**config.mk**
```make
export PLATFORM = sky130hd
export DESIGN_NAME = spi_slv_bridge
export DESIGN_NICKNAME = d
export VERILOG_FILES = /design/src/rtl/spi_slv_bridge.sv
export SDC_FILE = /design/constraint.sdc
export NUM_CORES = 1
export LEC_CHECK = 0
export ABC_AREA = 1
export CAP_MARGIN = 10
export CORE_UTILIZATION = 45
export CTS_CLUSTER_SIZE = 8
export DETAILED_ROUTE_END_ITERATION = 10
export PLACE_DENSITY = 0.62
export SYNTH_ARGS = -nofsm -noshare
export SYNTH_HDL_FRONTEND = slang
export SYNTH_SLANG_ARGS = --single-unit
export TNS_END_PERCENT = 5
```
**constraint.sdc**
```tcl
create_clock -name clk -period 2.1 [get_ports clk]
set_input_delay 0.315 -clock clk [delete_from_list [all_inputs] [get_ports clk]]
set_output_delay 0.315 -clock clk [all_outputs]
set_load 0.01 [all_outputs]
```
**src/rtl/spi_slv_bridge.sv**
```systemverilog
// Purpose: SPI mode-0 slave that turns control-word transactions into single-cycle CSR bus reads/writes (build option SPI_SLV_ABORT_CNT_EN adds abort_cnt).
// Latency: SPI pins pass a 3-clk sync/edge stage; bus_wen 1 clk after the last data bit's sck_rise, bus_ren 1 clk after the last control bit.
// Backpressure: none; the bus accepts every strobe, and clk must be >= 8x sck so that read data reaches miso before the master samples it.
module spi_slv_bridge #(
  parameter int LEN_W  = 14,
  parameter int DATA_W = 16,
  parameter int ADDR_W = 8
) (
  input  logic              clk,
  input  logic              rst,
  input  logic              spi_sck,
  input  logic              spi_cs_n,
  input  logic              spi_mosi,
  output logic              spi_miso,
  output logic [ADDR_W-1:0] bus_addr,
  output logic [DATA_W-1:0] bus_wdata,
  output logic              bus_wen,
  output logic              bus_ren,
  input  logic [DATA_W-1:0] bus_rdata,
  output logic              busy
`ifdef SPI_SLV_ABORT_CNT_EN
  ,
  output logic [7:0]        abort_cnt
`endif
);

  localparam int CTRL_W = 2 + LEN_W + ADDR_W;
  localparam int RX_W   = (CTRL_W > DATA_W) ? CTRL_W : DATA_W;
  localparam int CNT_W  = $clog2(RX_W + 1);

  typedef enum logic [2:0] {
    S_IDLE,
    S_CTRL,
    S_WR_DATA,
    S_RD_DATA,
    S_DONE
  } state_t;

  state_t state;
  state_t state_nxt;

  // [0],[1] are the 2-FF synchroniser, [2] is the edge-detect register
  logic [2:0] sck_q;
  logic [2:0] cs_q;
  logic [2:0] mosi_q;

  logic sck_rise;
  logic sck_fall;
  logic cs_rise;
  logic cs_fall;
  logic mosi_b;

  // Receive shifter keeps all but the newest bit; the newest comes straight from mosi_b
  logic [RX_W-2:0]   rx_sh;
  // Transmit shifter holds the bits still to go after the one currently on miso
  logic [DATA_W-2:0] tx_sh;
  logic [DATA_W-1:0] rd_buf;
  logic [CNT_W-1:0]  bit_cnt;
  logic [LEN_W-1:0]  word_cnt;
  logic              incr;
  logic              ta;       // turnaround rise of a read not yet seen
  logic              sampled;  // a data bit was taken by the master since the last miso update
  logic              ren_d;    // bus_rdata is valid this clk

  logic [CTRL_W-1:0] ctrl_word;
  logic [DATA_W-1:0] wr_word;
  logic              ctrl_last;
  logic              wr_last;
  logic              rd_last;
  logic              wr_fire;
  logic              rd_fire;

  assign sck_rise = sck_q[1] & ~sck_q[2];
  assign sck_fall = ~sck_q[1] & sck_q[2];
  assign cs_rise  = cs_q[1] & ~cs_q[2];
  assign cs_fall  = ~cs_q[1] & cs_q[2];
  assign mosi_b   = mosi_q[2];

  assign ctrl_word = {rx_sh[CTRL_W-2:0], mosi_b};
  assign wr_word   = {rx_sh[DATA_W-2:0], mosi_b};

  assign ctrl_last = (state == S_CTRL) && sck_rise && (bit_cnt == CNT_W'(CTRL_W - 1));
  assign wr_last   = (state == S_WR_DATA) && sck_rise && (bit_cnt == CNT_W'(DATA_W - 1));
  assign rd_last   = (state == S_RD_DATA) && sck_rise && !ta && (bit_cnt == CNT_W'(DATA_W - 1));

  // Pin synchronisers; cs resets "low" so a chip select already asserted across reset never looks like a new start
  always_ff @(posedge clk) begin
    if (rst) begin
      sck_q  <= '0;
      cs_q   <= '0;
      mosi_q <= '0;
    end else begin
      sck_q  <= {sck_q[1:0], spi_sck};
      cs_q   <= {cs_q[1:0], spi_cs_n};
      mosi_q <= {mosi_q[1:0], spi_mosi};
    end
  end

  // State register
  always_ff @(posedge clk) begin
    if (rst) state <= S_IDLE;
    else     state <= state_nxt;
  end

  // Next state and bus strobe requests; cs_n rising outranks everything, including a same-clk last bit
  always_comb begin
    state_nxt = state;
    wr_fire   = 1'b0;
    rd_fire   = 1'b0;
    if (state != S_IDLE && cs_rise) begin
      state_nxt = S_IDLE;
    end else begin
      case (state)
        S_IDLE: if (cs_fall) state_nxt = S_CTRL;
        S_CTRL: begin
          if (ctrl_last) begin
            state_nxt = ctrl_word[CTRL_W-1] ? S_WR_DATA : S_RD_DATA;
            rd_fire   = ~ctrl_word[CTRL_W-1];
          end
        end
        S_WR_DATA: begin
          if (wr_last) begin
            wr_fire = 1'b1;
            if (word_cnt == '0) state_nxt = S_DONE;
          end
        end
        S_RD_DATA: begin
          if (rd_last) begin
            if (word_cnt == '0) state_nxt = S_DONE;
            else                rd_fire   = 1'b1;
          end
        end
        default: ;
      endcase
    end
  end

  // Datapath: shifters, counters, bus address/data and registered outputs
  always_ff @(posedge clk) begin
    if (rst) begin
      spi_miso  <= 1'b0;
      bus_addr  <= '0;
      bus_wdata <= '0;
      bus_wen   <= 1'b0;
      bus_ren   <= 1'b0;
      busy      <= 1'b0;
      rx_sh     <= '0;
      tx_sh     <= '0;
      rd_buf    <= '0;
      bit_cnt   <= '0;
      word_cnt  <= '0;
      incr      <= 1'b0;
      ta        <= 1'b0;
      sampled   <= 1'b0;
      ren_d     <= 1'b0;
    end else begin
      bus_wen <= wr_fire;
      bus_ren <= rd_fire;
      ren_d   <= bus_ren;
      busy    <= (state_nxt != S_IDLE);
      // Write address advances the clk after its strobe
      if (bus_wen) bus_addr <= bus_addr + ADDR_W'(incr);

      if (state != S_IDLE && cs_rise) begin
        spi_miso <= 1'b0;
        bit_cnt  <= '0;
        sampled  <= 1'b0;
      end else begin
        case (state)
          S_IDLE: begin
            spi_miso <= 1'b0;
            bit_cnt  <= '0;
            sampled  <= 1'b0;
            ta       <= 1'b1;
          end
          S_CTRL: begin
            if (sck_rise) begin
              rx_sh   <= {rx_sh[RX_W-3:0], mosi_b};
              bit_cnt <= bit_cnt + CNT_W'(1);
            end
            if (ctrl_last) begin
              bit_cnt  <= '0;
              incr     <= ctrl_word[CTRL_W-2];
              word_cnt <= ctrl_word[ADDR_W +: LEN_W];
              bus_addr <= ctrl_word[ADDR_W-1:0];
            end
          end
          S_WR_DATA: begin
            if (sck_rise) begin
              rx_sh   <= {rx_sh[RX_W-3:0], mosi_b};
              bit_cnt <= bit_cnt + CNT_W'(1);
            end
            if (wr_last) begin
              bit_cnt   <= '0;
              bus_wdata <= wr_word;
              if (word_cnt != '0) word_cnt <= word_cnt - LEN_W'(1);
            end
          end
          S_RD_DATA: begin
            // First word goes straight to miso; later words wait in rd_buf for the word-ending fall
            if (ren_d) begin
              if (!sampled) begin
                spi_miso <= bus_rdata[DATA_W-1];
                tx_sh    <= bus_rdata[DATA_W-2:0];
              end else begin
                rd_buf <= bus_rdata;
              end
            end
            if (sck_rise) begin
              if (ta) begin
                ta <= 1'b0;
              end else begin
                sampled <= 1'b1;
                bit_cnt <= bit_cnt + CNT_W'(1);
                if (rd_last) begin
                  bit_cnt <= '0;
                  if (word_cnt != '0) begin
                    word_cnt <= word_cnt - LEN_W'(1);
                    bus_addr <= bus_addr + ADDR_W'(incr);
                  end
                end
              end
            end
            if (sck_fall && sampled) begin
              sampled <= 1'b0;
              if (bit_cnt == '0) begin
                spi_miso <= rd_buf[DATA_W-1];
                tx_sh    <= rd_buf[DATA_W-2:0];
              end else begin
                spi_miso <= tx_sh[DATA_W-2];
                tx_sh    <= {tx_sh[DATA_W-3:0], 1'b0};
              end
            end
          end
          default: spi_miso <= 1'b0;
        endcase
      end
    end
  end

`ifdef SPI_SLV_ABORT_CNT_EN
  logic abort;
  assign abort = cs_rise && (state != S_IDLE) && (state != S_DONE);

  // Saturating count of transactions cut short by cs_n
  always_ff @(posedge clk) begin
    if (rst)                               abort_cnt <= '0;
    else if (abort && abort_cnt != 8'hFF)  abort_cnt <= abort_cnt + 8'd1;
  end
`endif

endmodule

```
== Yosys cells after proc, flatten, opt, wreduce, memory -nomap -nowiden ==
Cells that the tools add are included.
Word-level totals
  input bits: 21
  register bits: 117
  output and inout port bits: 28
  logic and storage cells: 132
Operators by class
  bitwise logic cells: 12
  add/subtract/negate cells: 3
  multiplexer cells: 50
  eq/ne operators: 15
  reduce and logical (&&, ||, !) cells: 33
Operators by type and width (number)
  2-to-1 mux 14 bit: 6
  2-to-1 mux 15 bit: 4
  2-to-1 mux 8 bit: 7
  one-hot mux 14 bit (3 select lines): 1
  2-to-1 mux 5 bit: 6
  AND reduction 3 bit: 7
  one-hot mux 5 bit (4 select lines): 1
  2-to-1 mux 3 bit: 6
  one-hot mux 8 bit (2 select lines): 1
  zero test 14 bit: 1
  nonzero test 14 bit: 1
  subtractor 14 x 1 -> 14 bit (second input constant): 1
  2-to-1 mux 1 bit: 13
  inequality test 3 x 2 -> 1 bit (second input constant): 4
  one-hot mux 3 bit (4 select lines): 1
  inequality test 2 bit (second input constant): 5
  logical AND 1 bit: 9
  nonzero test 3 bit: 3
  adder 8 x 1 -> 8 bit: 1
  inverter 1 bit: 8
  one-hot mux 1 bit (2 select lines): 4
  AND reduction 4 bit: 2
  AND reduction 7 bit: 1
  == test 3 x 2 -> 1 bit (second input constant): 2
  13 further kinds: 18

== Logic depth before layout (Yosys ltp) ==
  word-level depth: 10
  gate-level depth with buffers: 12
  gate-level depth less buffers: 12

== Worst setup path before layout ==
No wires, ideal clock.
  path type: reg-to-reg
  from: register bit_cnt[0]
  to: register bus_wdata[10]
  period minus slack after synthesis: 1793 ps
  stages on the path, launching flop included: 11
  buffers on the path: 1
  arrival: 1665 ps
  required time: 1972 ps
  slack: 307 ps
  setup time: 128 ps
  path through: dfxtp_1 > ha_1 > nand2_1 > nor2_1 > ha_1 > nand3_1 > nor2_1 > nand2_1 > inv_1 > clkbuf_1 > a21oi_1
Between the ends
  cells in the longest elaborated chain, start to end: 3
Ends and longest elaborated chain
  start, declared: RTL line 58  | logic [CNT_W-1:0] bit_cnt;
  start signal, assigned: RTL line 179  | bit_cnt <= bit_cnt + CNT_W'(1);
  start signal, assigned: RTL line 191  | bit_cnt <= bit_cnt + CNT_W'(1);
  start signal, assigned: RTL line 214  | bit_cnt <= bit_cnt + CNT_W'(1);
  == test 5 x 4 -> 1 bit: RTL line 83  | assign wr_last = (state == S_WR_DATA) && sck_rise && (bit_cnt == CNT_W'(DATA_W - 1));
  logical AND 1 bit: RTL line 83
  AND reduction 3 bit (no source line)
  end signal, assigned: RTL line 195  | bus_wdata <= wr_word;
  end, declared: RTL line 16  | output logic [DATA_W-1:0] bus_wdata,
Every way passes these cells.
A chain may end at the register's enable or synchronous reset.

== Worst setup path in the final report ==
  from: register bus_wen
  to: output bus_wen
RTL lines
  start, declared: RTL line 17  | output logic bus_wen,
  start signal, assigned: RTL line 157  | bus_wen <= wr_fire;
No word-level cell between the ends.

==> results.py <==
metrics = {
    "outcome": {
        "status": "finished, final reports clean",
    },
    "detailed_routing": {
        "wl_per_cell_um": 13.7,
        "drc": 0,
        "drtAntennaViolNets": 0,
        "wl_mm": 14.4,
        "vias": 5386,
        "initialDrtViolationCount": 329,
        "dr.pass1.iters": 5,
        "via_per_inst": 5.11,
    },
    "final_layout": {
        "diodes": 0,
        "drive_above_1_share": 0.0993,
        "areaGrowthSynthToFinish_pct": 23.9,
        "nets": 900,
        "num-fill-cells": 1201,
        "final_core_util": 0.580,
    },
    "synthesis": {
        "synth_ff_type": "dfxtp_1",
        "yosysTopAreaCell": "dfxtp_1",
        "synth_async_sr_flop_share": 0,
        "synth.distinct_cells": 40,
        "yosys-top-cells-count": "nand2_1 (188), dfxtp_1 (117), o21ai_0 (100)",
        "yosysWarnings": 0,
        "synth_seq_cells": 117,
        "yosys-top-cells-area": "dfxtp_1 (41%), nand2_1 (12%), o21ai_0 (8.8%)",
        "synth.most_common_cell": "nand2_1",
        "netlist_area_um2": 5690,
        "synth_seq_area_share": 0.412,
        "synth_top_cell_area_share": 0.412,
        "synthCells": 821,
        "synth_edf_count": 0,
        "syn_avg_cell_area_um2": 6.93,
        "synth_nets": 848,
    },
    "clock_network": {
        "cts_hold_buf": 0,
        "clk_latency_ns": 0.42,
        "clock_sinks": 117,
        "cts_tree": "done",
        "cts_max_level": 4,
        "clk_path_buf_depth": 2,
        "clkTransAtPathRegs_ns": 0.05,
        "cts_buffers": 17,
        "root_buffer": "clkbuf_16",
    },
    "global_route": {
        "grt-ovfl-total": 0,
        "grt_pass1_wl_mm": 24.2,
        "grt_max_degree": 72,
        "grt_util_all_layers": 0.236,
        "grt_pass1_vias": 5090,
        "antenna_found_initial": 0,
    },
    "critical_path": {
        "worstPathBufferInverterCount": 1,
        "worstSetupEndpointType": "output pin",
        "cp_max_fo": 15,
        "reg2reg_from": "bit_cnt[1]",
        "slowest_delay_ns": 0.66,
        "cpMaxStageDelayCell": "dfxtp_1",
        "worstSetupPathType": "reg2out",
        "critical-path-top-delay-family": "flip-flops",
        "startpoint": "bus_wen",
        "start_kind": "register",
        "crit_required_ns": 1.78,
        "cp.arrival_ns": 1.71,
        "crit_chain": "clkdlybuf4s50_1",
    },
    "sta": {
        "setup_viol": 0,
        "slew_violations": 0,
        "fin_ws_ns": 0.0704,
        "min_period_ns": 2.03,
        "hold_ws_ns": 0.399,
        "tns_ns": 0,
        "finalHoldViolCount": 0,
        "slew_headroom": 0.638,
        "tightest_slew_ns": 0.542,
        "max_freq_mhz": 493,
        "fin_crit_sh": 0.966,
        "finClkSkew_ns": 0.00624,
    },
    "floorplanning": {
        "die_h_um": 114,
        "core_um2": 12200,
        "io_pins": 49,
        "die_area_um2": 13100,
        "start_util": 0.468,
        "die_x_um": 114,
        "rows": 40,
    },
    "worst_hold_path": {
        "hold_start": "mosi_q[1]",
        "min_path_type": "reg2reg",
    },
    "pwr": {
        "ir_drop_mv": 0.656,
        "power_density_nw_per_um2": 771,
        "leakagePower_nw": 3.03,
    },
    "place": {
        "dpl_worst_slack_ns": 0.00926,
        "dp_hpwl_mm": 9.91,
        "gp_congestion": 0.927,
        "portBuffers": 48,
    },
    "job": {
        "drv_cap": 0,
    },
}
[metrics by stage]
stage | std cells | power, W | cell area [um2]
floorplan | 821 | 0.00248 | 5690
global placement | 1021 | 0.00259 | 6420
detailed placement | 1021 | 0.00259 | 6420
CTS | 1053 | 0.00548 | 7020
global route | 1054 | 0.00560 | 7050
finish | 1054 | 0.00543 | 7050
[layout by cell type, fill, tap and decap left out, types with 3 or more instances in the layout]
master           synthesis  layout
nor2_4                   5       6
clkbuf_8                 0       3
clkinv_4                 0       3
buf_4                    2      15
o211ai_1                17      17
nand4_1                  6       6
clkinv_2                 0       3
inv_2                    6       8
clkbuf_16                0      17
nand2_1                188     186
o21ai_1                  5       7
or2_2                    3       3
buf_12                   0       5
nor3_1                   3       3
dfxtp_1                117     116
ha_1                     6       5
nand3_1                 39      39
nor2_1                  65      64
xnor2_1                  3       3
o21ai_0                100      97
xor2_1                   5       5
inv_1                   94      92
clkdlybuf4s50_1          0      48
nand2_4                  2       3
a31oi_1                 17      17
a21oi_1                 83      83
nand2_2                  5       6
[power breakdown]
group | internal [W] | switching [W]
combinational | 0.000118 | 0.000176
clock | 0.00184 | 0.00104
sequential | 0.00224 | 0.0000160
total | 0.00420 | 0.00123
[final timing paths]
kind                                     to  slack [ns]  depth (start not counted)
worst max register to register  word_cnt[2]        0.13                         11
worst min register to register    mosi_q[2]        0.40                          2
worst min-delay path              mosi_q[2]        0.40                          2
worst max-delay path                bus_wen        0.07                          1
[timing repair]
| action | CTS | global route |
|---|---|---|
| buffers inserted | 0 | 1 |
| pin swaps | 0 | 3 |
| gates resized for setup | 1 | 11 |
| endpoints found under the hold margin | 0 | 0 |
| setup endpoints to repair | 1 | 38 |
[registers in the layout, indices dropped and copies added, names as in the netlist]
register and count:
sck_q 3, sampled 1, bus_wen 1, bus_wdata 16, rx_sh 23, cs_q 3, ta 1, spi_miso 1
state 3, word_cnt 14, bus_addr 8, mosi_q 3, bus_ren 1, rd_buf 16, incr 1, bit_cnt 5
busy 1, ren_d 1, tx_sh 15
[layer usage]
| metal | global-route usage | vias to the layer above | share of wire | routed length (um) |
|---|---|---|---|---|
| met2 | 0.384 | 129 | 0.46 | 6680 |
| met3 | 0.0614 | 22 | 0.056 | 804 |
| met5 | 0 | - | 0 | 0 |
| li1 | - | 2789 | - | - |
| met4 | 0.0935 | 0 | 0.016 | 225 |
| met1 | 0.297 | 2446 | 0.46 | 6700 |
[cells by family (layout without fill, tap and decap cells)]
kind of cell | Yosys count | after routing | share of synthesized area
buffers and inverters | 138 | 203 | 0.0972
AOI/OAI and AO/OA | 230 | 230 | 0.221
DFF | 117 | 117 | 0.412
adders and majority gates | 6 | 6 | 0.0132
and+or+nand+nor | 322 | 322 | 0.244
xor gates and xnor gates | 8 | 8 | 0.0123
[cell type report]
cell class | count | area, um2 | area share
flip-flops and latches | 117 | 2340 | 0.333
repair buffers | 68 | 693 | 0.0983
clock buffers | 21 | 470 | 0.0667
well taps | 168 | 210 | 0.0298
multi-input cells | 566 | 2820 | 0.400
inverters | 103 | 389 | 0.0552
clock inverters | 11 | 125 | 0.0178
No activity file was read; power rests on OpenSTA's default activity.
